## config.mk

```make
export PLATFORM = sky130hd
export DESIGN_NAME = apmu_ibex_pmu_counter_pipe
export DESIGN_NICKNAME = d
export VERILOG_FILES = /design/src/rtl/apmu_ibex_pmu_counter_pipe.sv
export SDC_FILE = /design/constraint.sdc
export NUM_CORES = 1
export LEC_CHECK = 0
export ABC_AREA = 0
export CAP_MARGIN = 25
export CORE_ASPECT_RATIO = 1.75
export CORE_MARGIN = 1.5
export CORE_UTILIZATION = 27
export CTS_CLUSTER_DIAMETER = 100
export DETAILED_ROUTE_END_ITERATION = 10
export GPL_TIMING_DRIVEN = 0
export PLACE_DENSITY_LB_ADDON = 0.12
export RECOVER_POWER = 25
export SETUP_SLACK_MARGIN = 0.1
export SYNTH_ARGS = -nofsm -noshare
export SYNTH_HDL_FRONTEND = slang
export SYNTH_SLANG_ARGS = --single-unit
```

## constraint.sdc

```tcl
create_clock -name clk_i -period 2.2 [get_ports clk_i]
set_clock_uncertainty 0.05 [all_clocks]
set_input_delay 0.22 -clock clk_i [delete_from_list [all_inputs] [get_ports clk_i]]
set_output_delay 0.22 -clock clk_i [all_outputs]
set_load 0.02 [all_outputs]
```

## src/rtl/apmu_ibex_pmu_counter_pipe.sv

```systemverilog
// Ibex PMU counter-access pipe: issues PMC_REQ/WFP/WFO to the counter block,
// tracks in-flight reads/writes and turns responses into write-back/un-stall pulses.
package ibex_pkg;
  typedef enum logic [1:0] {
    PMC_IDLE = 2'b00,
    PMC_REQ  = 2'b01,
    PMC_WFP  = 2'b10,
    PMC_WFO  = 2'b11
  } pmc_op_e;
endpackage

module apmu_ibex_pmu_counter_pipe
  import ibex_pkg::*;
#(
  parameter int unsigned MaxOutstanding = 2,
  parameter int unsigned DataWidth      = 32,
  parameter int unsigned TimeoutCycles  = 1024
) (
  input  logic                                 clk_i,
  input  logic                                 rst_ni,

  input  logic                                 pmc_req_i,
  input  pmc_op_e                              pmc_op_i,
  input  logic                                 pmc_we_i,
  input  logic [DataWidth-1:0]                 pmc_wdata_i,
  input  logic [31:0]                          adder_result_ex_i,
  output logic                                 pmc_gnt_o,
  output logic [DataWidth-1:0]                 pmc_rdata_o,
  output logic                                 pmc_rdata_valid_o,
  output logic                                 pmc_resp_valid_o,
  output logic                                 pmc_err_o,
  output logic                                 pmc_timeout_o,
  output logic                                 pmc_spurious_o,
  output logic [$clog2(MaxOutstanding+1)-1:0]  pmc_outstanding_o,

  output pmc_op_e                              counter_op_o,
  output logic [31:0]                          counter_addr_o,
  output logic                                 counter_we_o,
  output logic [DataWidth-1:0]                 counter_wdata_o,
  input  logic                                 counter_gnt_i,
  input  logic                                 counter_rvalid_i,
  input  logic                                 counter_err_i,
  input  logic [DataWidth-1:0]                 counter_rdata_i
);

  localparam int unsigned CntW   = $clog2(MaxOutstanding + 1);
  localparam int unsigned PtrW   = (MaxOutstanding > 1) ? $clog2(MaxOutstanding) : 1;
  localparam int unsigned TimerW = (TimeoutCycles > 1) ? $clog2(TimeoutCycles) : 1;
  localparam int unsigned TimeoutLast = (TimeoutCycles > 0) ? TimeoutCycles - 1 : 0;
  localparam logic [TimerW-1:0] TimerLast = TimerW'(TimeoutLast);
  localparam logic [CntW-1:0]   CntMax    = CntW'(MaxOutstanding);
  localparam logic [PtrW-1:0]   PtrLast   = PtrW'(MaxOutstanding - 1);

  typedef enum logic [1:0] {
    S_IDLE = 2'b00,
    S_RW   = 2'b01,
    S_WFX  = 2'b10
  } state_e;

  state_e                state_q;
  pmc_op_e               wfx_op_q;
  logic [CntW-1:0]       count_q, count_d;
  logic [TimerW-1:0]     timer_q;
  logic [MaxOutstanding-1:0] we_fifo_q;
  logic [PtrW-1:0]       wr_ptr_q, rd_ptr_q;

  logic in_idle, in_rw, in_wfx;
  logic is_wait_op;
  logic req_ok, wait_ok, req_accept, wait_accept;
  logic rvalid, rsp_rw, rsp_wfx, timeout_hit, wfx_done;
  logic head_we;

  function automatic logic [PtrW-1:0] ptr_inc(input logic [PtrW-1:0] p);
    return (p == PtrLast) ? '0 : p + 1'b1;
  endfunction

  assign in_idle    = (state_q == S_IDLE);
  assign in_rw      = (state_q == S_RW);
  assign in_wfx     = (state_q == S_WFX);
  assign is_wait_op = (pmc_op_i == PMC_WFP) || (pmc_op_i == PMC_WFO);

  // Every decision is qualified by rst_ni so all pulses and the grant drop
  // the moment reset asserts, not at the next edge.
  assign req_ok      = rst_ni && pmc_req_i && (pmc_op_i == PMC_REQ) &&
                       (in_idle || in_rw) && (count_q < CntMax);
  assign wait_ok     = rst_ni && pmc_req_i && is_wait_op && in_idle;
  assign req_accept  = req_ok && counter_gnt_i;
  assign wait_accept = wait_ok && counter_gnt_i;

  assign rvalid      = rst_ni && counter_rvalid_i;
  assign rsp_rw      = rvalid && in_rw;
  assign rsp_wfx     = rvalid && in_wfx;
  assign timeout_hit = rst_ni && in_wfx && !counter_rvalid_i &&
                       (TimeoutCycles != 0) && (timer_q == TimerLast);
  assign wfx_done    = rsp_wfx || timeout_hit;
  assign head_we     = we_fifo_q[rd_ptr_q];

  // A full pipe never bypasses a same-cycle response into a new grant.
  assign count_d = count_q + CntW'(req_accept) - CntW'(rsp_rw);

  assign pmc_gnt_o         = req_accept || wait_accept;
  assign pmc_resp_valid_o  = rsp_rw || rsp_wfx || timeout_hit;
  assign pmc_rdata_valid_o = (rsp_rw && !head_we && !counter_err_i) ||
                             (rsp_wfx && !counter_err_i) || timeout_hit;
  assign pmc_err_o         = (rsp_rw || rsp_wfx) && counter_err_i;
  assign pmc_timeout_o     = timeout_hit;
  assign pmc_spurious_o    = rvalid && in_idle;
  assign pmc_rdata_o       = timeout_hit ? '0 : counter_rdata_i;
  assign pmc_outstanding_o = count_q;

  assign counter_addr_o  = adder_result_ex_i;
  assign counter_we_o    = pmc_we_i;
  assign counter_wdata_o = pmc_wdata_i;

  always_comb begin
    // NOTE: default assigned first so no path through the block leaves the
    // output unassigned, which would otherwise infer a latch.
    counter_op_o = PMC_IDLE;
    if (in_wfx) begin
      if (!wfx_done) counter_op_o = wfx_op_q;
    end else if (req_ok || wait_ok) begin
      counter_op_o = pmc_op_i;
    end
  end

  // NOTE: sequential state uses non-blocking assignments only, so every
  // register samples the pre-edge values regardless of statement order.
  always_ff @(posedge clk_i or negedge rst_ni) begin
    if (!rst_ni) begin
      state_q   <= S_IDLE;
      wfx_op_q  <= PMC_IDLE;
      count_q   <= '0;
      timer_q   <= '0;
      wr_ptr_q  <= '0;
      rd_ptr_q  <= '0;
      // NOTE: the we-FIFO is only a few flops, so it is reset along with its
      // pointers; a stale head can then never leak into a post-reset decode.
      we_fifo_q <= '0;
    end else begin
      count_q <= count_d;
      if (req_accept) begin
        we_fifo_q[wr_ptr_q] <= pmc_we_i;
        wr_ptr_q            <= ptr_inc(wr_ptr_q);
      end
      if (rsp_rw) rd_ptr_q <= ptr_inc(rd_ptr_q);

      unique case (state_q)
        S_IDLE: begin
          if (req_accept) begin
            state_q <= S_RW;
          end else if (wait_accept) begin
            state_q  <= S_WFX;
            wfx_op_q <= pmc_op_i;
            timer_q  <= '0;
          end
        end
        S_RW: begin
          if (count_d == '0) state_q <= S_IDLE;
        end
        S_WFX: begin
          if (wfx_done) begin
            state_q <= S_IDLE;
            timer_q <= '0;
          end else if (TimeoutCycles != 0) begin
            timer_q <= timer_q + 1'b1;
          end
        end
        default: state_q <= S_IDLE;
      endcase
    end
  end

endmodule
```

; ---- Word-level counts from Yosys, hierarchy flattened
; Index checks and enable logic that the tools add are counted.
[classes]
addsub = 5
n_lt_le_gt_ge = 4
eq_ne = 11
muxes = 20
bitwise = 1
n_reduce_logical = 38
[ops]
columns = operator, count
row1 = 32-bit two-way mux, 1
row2 = 10-bit two-way mux, 3
row3 = 1-bit logical AND, 20
row4 = 10-bit case mux with 2 select lines, 1
row5 = 2-bit two-way mux, 7
row6 = "10-bit by 1-bit adder with 10-bit output, second input constant", 1
row7 = "10-bit == test, second input constant", 1
row8 = 1-bit logical OR, 9
row9 = 3-bit AND reduction, 3
row10 = "2-bit == test, second input constant", 3
row11 = "2-bit by 1-bit inequality test with 1-bit output, second input constant", 3
row12 = 2-bit case mux with 3 select lines, 1
row13 = 1-bit two-way mux, 5
row14 = "2-bit by 1-bit == test with 1-bit output, second input constant", 2
row15 = 2-bit zero test, 2
row16 = "1-bit by 2-bit < comparator with 1-bit output, second input constant", 2
row17 = 1-bit zero test, 3
row18 = "3-bit by 1-bit inequality test with 1-bit output, second input constant", 1
row19 = "1-bit adder, second input constant", 2
row20 = 2-bit by 1-bit adder with 2-bit output, 1
row21 = 2-bit bitwise mux, 1
row22 = "2-bit < comparator, second input constant", 1
row23 = "2-bit inequality test, second input constant", 1
row24 = 2-bit nonzero test, 1
row25 = other kinds (4), 4
[word_totals]
reg_bits = 20
out_inout_bits = 107

; ---- Longest topological paths before layout
; Gate-level depths: netlist of the first run.
[depth]
depth_word = 10
mapped_depth = 9

; ---- Worst setup path after synthesis of the first run
; Ideal clock, no wire load.
[synth_timing]
path_kind = reg-to-reg
start = reg state_q[1]
end = reg state_q[0]
arrival_time_ps = 1803
t_required_ps = 2022
setup_slack_ps = 219
path_stages_with_launch = 10
path_cell_list = dfrtp_1 -> and3b_1 -> nand4_1 -> ha_1 -> inv_1 -> ha_1 -> xnor2_1 -> xnor2_1 -> nor2_1 -> o22ai_1
[synth_via]
elab_chain_len = 10
elab_cells_between_ends = 24
[synth_rtl]
columns = item, line_no
row1 = from (decl), 60  ; state_e state_q;
row2 = from (signal assigned), 130  ; state_q <= S_IDLE;
row3 = from (signal assigned), 150  ; state_q <= S_RW;
row4 = from (signal assigned), 152  ; state_q <= S_WFX;
row5 = 2-bit by 1-bit == test with 1-bit output / 2-bit zero test (equally long branches), "78, 77"
row6 = 1-bit logical OR, 85  ; (in_idle || in_rw) && (count_q < CntMax);
row7 = 1-bit logical AND, 84  ; assign req_ok = rst_ni && pmc_req_i && (pmc_op_i == PMC_REQ) &&
row8 = 1-bit logical AND, 85
row9 = 1-bit logical AND, 87  ; assign req_accept = req_ok && counter_gnt_i;
row10 = 2-bit by 1-bit adder with 2-bit output, 99  ; assign count_d = count_q + CntW'(req_accept) - CntW'(rsp_rw);
row11 = 2-bit by 1-bit subtractor with 2-bit output *, 99
row12 = net count_d[1], 62  ; logic [CntW-1:0] count_q, count_d;
row13 = 2-bit zero test *, 158  ; if (count_d == '0) state_q <= S_IDLE;
row14 = 2-bit by 1-bit inequality test with 1-bit output (no source line) *, --
row15 = 3-bit AND reduction (no source line) *, --
; The timed path passes the listed nets; every way through them passes the cells marked *.
; A chain may end at the register's enable or synchronous reset.

; ---- Final worst setup path of the first run
[layout_timing]
start = in counter_rvalid_i
end = out pmc_rdata_o[28]
[layout_via]
elab_chain_len = 4
[layout_rtl]
columns = item, line_no
row1 = from (decl), 41  ; input logic counter_rvalid_i,
row2 = 1-bit zero test, 93  ; assign timeout_hit = rst_ni && in_wfx && !counter_rvalid_i &&
row3 = 1-bit logical AND, 93
row4 = 1-bit logical AND, 94  ; (TimeoutCycles != 0) && (timer_q == TimerLast);
row5 = 32-bit two-way mux, 108  ; assign pmc_rdata_o = timeout_hit ? '0 : counter_rdata_i;
row6 = to (decl), 28  ; output logic [DataWidth-1:0] pmc_rdata_o,
; No other way between the ends.

==> results.toml, run 1 <==
[final_layout]
regArea_sq_um = 500
syn_to_final_growth_pct = 93.8
final_cell_area_sq_mm = 0.00347
layout.nets = 485
multi_input_area_sq_um = 805
antenna_cells = 0
drive_gt1_share_pct = 31.9
fin_util_pct = 53.5
nFillCells = 648

[timing]
setup_viol = 0
fin_setup_tns_ps = 0
maxSlewViolCount = 0
holdWs_ps = 433
period_minus_slack_ps = 2080
tightest_slew_ps = 736
hold_violations = 0
fin_ws_ps = 119
relSlewSlack_pct = 50.8
fin_crit_sh_pct = 94.6
fmax_mhz = 481
rsz0062_at_grt = "yes"

[routing]
routed_wl_mm = 6.27
viasPerCell = 4.30
final_antenna_net_count = 0
first_pass_iters = 4
dr_total_vias = 1968
routedWlPerCell_um = 13.7
drc_errors = 0
drt_iter0_markers = 37

[yosys]
synth_top_area_share_pct = 27.9
yosys_warnings = 0
async_flop_share_pct = 100
yosysTopAreaCell = "dfrtp_1"
synthTopCellsByCount = "buf_4, and2_1, dfrtp_1, nand2_1, nor2_1"
synth_edf_count = 0
yosys_most_used_dff = "dfrtp_1"
synthCells = 216
synth_seq_cells = 20
synth_area_per_cell_sq_um = 8.30
synth_area_sq_mm = 0.00179
yosysMostFrequentCell = "buf_4"
yosys.cell_types.count = 40
synthTopCellsByArea = "dfrtp_1, buf_4, and2_1, nand2_1, ha_1"
seq_area_frac_synth_pct = 27.9
syn_nets = 324

[clock_tree]
clock_latency_ps = 250
cts.path.max_buffers = 2
root_buffer = "clkbuf_16"
path_clk_slew_ps = 60
cts_tree = "yes"
htreeDepth = 1
clock_sinks = 20
cts_buffers = 3

[worst_setup_path]
crit_path_top_delay_cell = "clkdlybuf4s50_1"
worstPathRequired_ps = 1930
cp.arrival_ps = 1810
cp_cell_sequence = "clkdlybuf4s50_1 > and4b_4 > nand4_4 > clkbuf_4 > and2_1 > dlygate4sd2_1"
critPathMaxFanout = 10
max_stage_delay_ps = 450
critPathCaptureType = "output pin"
worst-setup-path-type = "primary input to output pin"
cp-start-kind = "primary input"

[status]
status = "completed"

[power_and_ir_drop]
cellLeakagePower_uw = 0.00162
p_per_area_mw_per_mm2 = 500
max-vdd-ir-drop_mv = 0.440

[global_route]
grt_pass1_vias = 1884
track_usage_pct = 16.6
grt_overflow = 0
grt_antenna_before_repair = 0
grt_pass1_wl_mm = 9.29
grt_max_degree = 16

[die]
start_util_pct = 27.6
die_h_um = 111
core_area_sq_mm = 0.00649
io_pins = 212
design.die.area_sq_mm = 0.00716
num_rows = 39
die_w_um = 64.6

[placement]
place.gp.congestion = 0.739
dp_hpwl_mm = 5.29
postPlaceCellArea_sq_mm = 0.00339
pre_cts_slack_ps = -806
port_buffers = 147

[min_path]
hold_class = "flip-flop to flip-flop"

[run]
max_cap_viol_count = 0
[what timing repair did]
item,CTS,global route
hold buffers,2,0
endpoints found under the setup margin,45,37
buffers inserted,6,0
hold endpoints to repair,5,0
pin swaps,2,0
resized for setup,120,12
[cell usage in the layout, fill, tap and decap left out, drive strengths merged, types with 7 or more instances in the layout]
cell type / count
and2: 33
dlygate4sd2: 11
buf: 95
dfrtp: 20
nand2: 17
o21ai: 7
dlygate4sd3: 33
clkdlybuf4s50: 76
nor2: 8
clkbuf: 8
[registers in the layout (all words and copies together), names as in the netlist]
signal / flops
rd_ptr_q: 1
wr_ptr_q: 1
state_q: 2
wfx_op_q: 2
timer_q: 10
pmc_outstanding_o: 2
we_fifo_q: 2
[report_power, final]
part           switching [uW]  internal [uW]  leakage [uW]  total [uW]
clock network             137            277     0.0000442         414
logic                     354            433       0.00131         787
registers                82.6            454      0.000261         537
total                     573           1160       0.00162        1740
[final timing paths]
check / startpoint / end / slack, ps / depth (start not counted)
worst max-delay path: counter_rvalid_i / pmc_rdata_o[28] / 120 / 6
max in group asynchronous: rst_ni / we_fifo_q[1]$_DFFE_PN0P_ / 710 / 3
worst min-delay path: wfx_op_q[1]$_DFFE_PN0P_ / wfx_op_q[1]$_DFFE_PN0P_ / 430 / 1
worst max register to register: state_q[1]$_DFFE_PN0P_ / state_q[0]$_DFFE_PN0P_ / 130 / 9
worst min register to register: wfx_op_q[1]$_DFFE_PN0P_ / wfx_op_q[1]$_DFFE_PN0P_ / 430 / 1
min in group asynchronous: rst_ni / timer_q[4]$_DFFE_PN0P_ / 590 / 2
[critical path, delay by kind of cell]
family | cells | cell delay (ps)
simple gates | 3 | 630
buf+inv | 3 | 960
[metrics by stage]
stage               cells  power [uW]
finish                458        1740
global route          458        1840
CTS                   458        1770
detailed placement    446        1320
global placement      445        1310
floorplan             216         946
[layer usage]
| layer | track usage [%] | up-vias | routed length (um) |
|---|---|---|---|
| li1 | - | 978 | - |
| met1 | 15.7 | 864 | 2060 |
| met2 | 34.4 | 124 | 3620 |
| met3 | 3.25 | 2 | 553 |
| met4 | 3.97 | 0 | 34 |
| met5 | 0 | - | 0 |
[cells by family (layout without fill, tap and decap cells)]
| family | Yosys count | count (layout) | synth area share, % |
|---|---|---|---|
| multiplexers | 3 | 3 | 1.88 |
| XOR/XNOR | 5 | 5 | 2.44 |
| AO/OA/AOI/OAI | 26 | 26 | 9.56 |
| flip-flops | 20 | 20 | 27.9 |
| adder cells (fa/ha/maj) | 3 | 3 | 2.09 |
| buffers and inverters | 75 | 235 | 29.4 |
| AND/OR/NAND/NOR | 84 | 84 | 26.7 |
[layout make-up]
cell class / instances / area share (%)
Timing Repair Buffer: 156 / 41.3
Multi-Input combinational cell: 121 / 23.2
Buffer: 69 / 14.9
Sequential cell: 20 / 14.4
Tap cell: 82 / 2.95
Clock buffer: 4 / 2.56
Inverter: 6 / 0.648
No activity file was read; power rests on OpenSTA's default activity.
==> run 2: changes to the inputs <==
--- a/config.mk
+++ b/config.mk
@@ -10,7 +10,7 @@
 export CORE_ASPECT_RATIO = 1.75
 export CORE_MARGIN = 1.5
 export CORE_UTILIZATION = 27
-export CTS_CLUSTER_DIAMETER = 100
+export CTS_CLUSTER_DIAMETER = 50
 export DETAILED_ROUTE_END_ITERATION = 10
 export GPL_TIMING_DRIVEN = 0
 export PLACE_DENSITY_LB_ADDON = 0.12
==> results of run 2 <==
Final layout, timing and power as in run 1 (identical DEF).
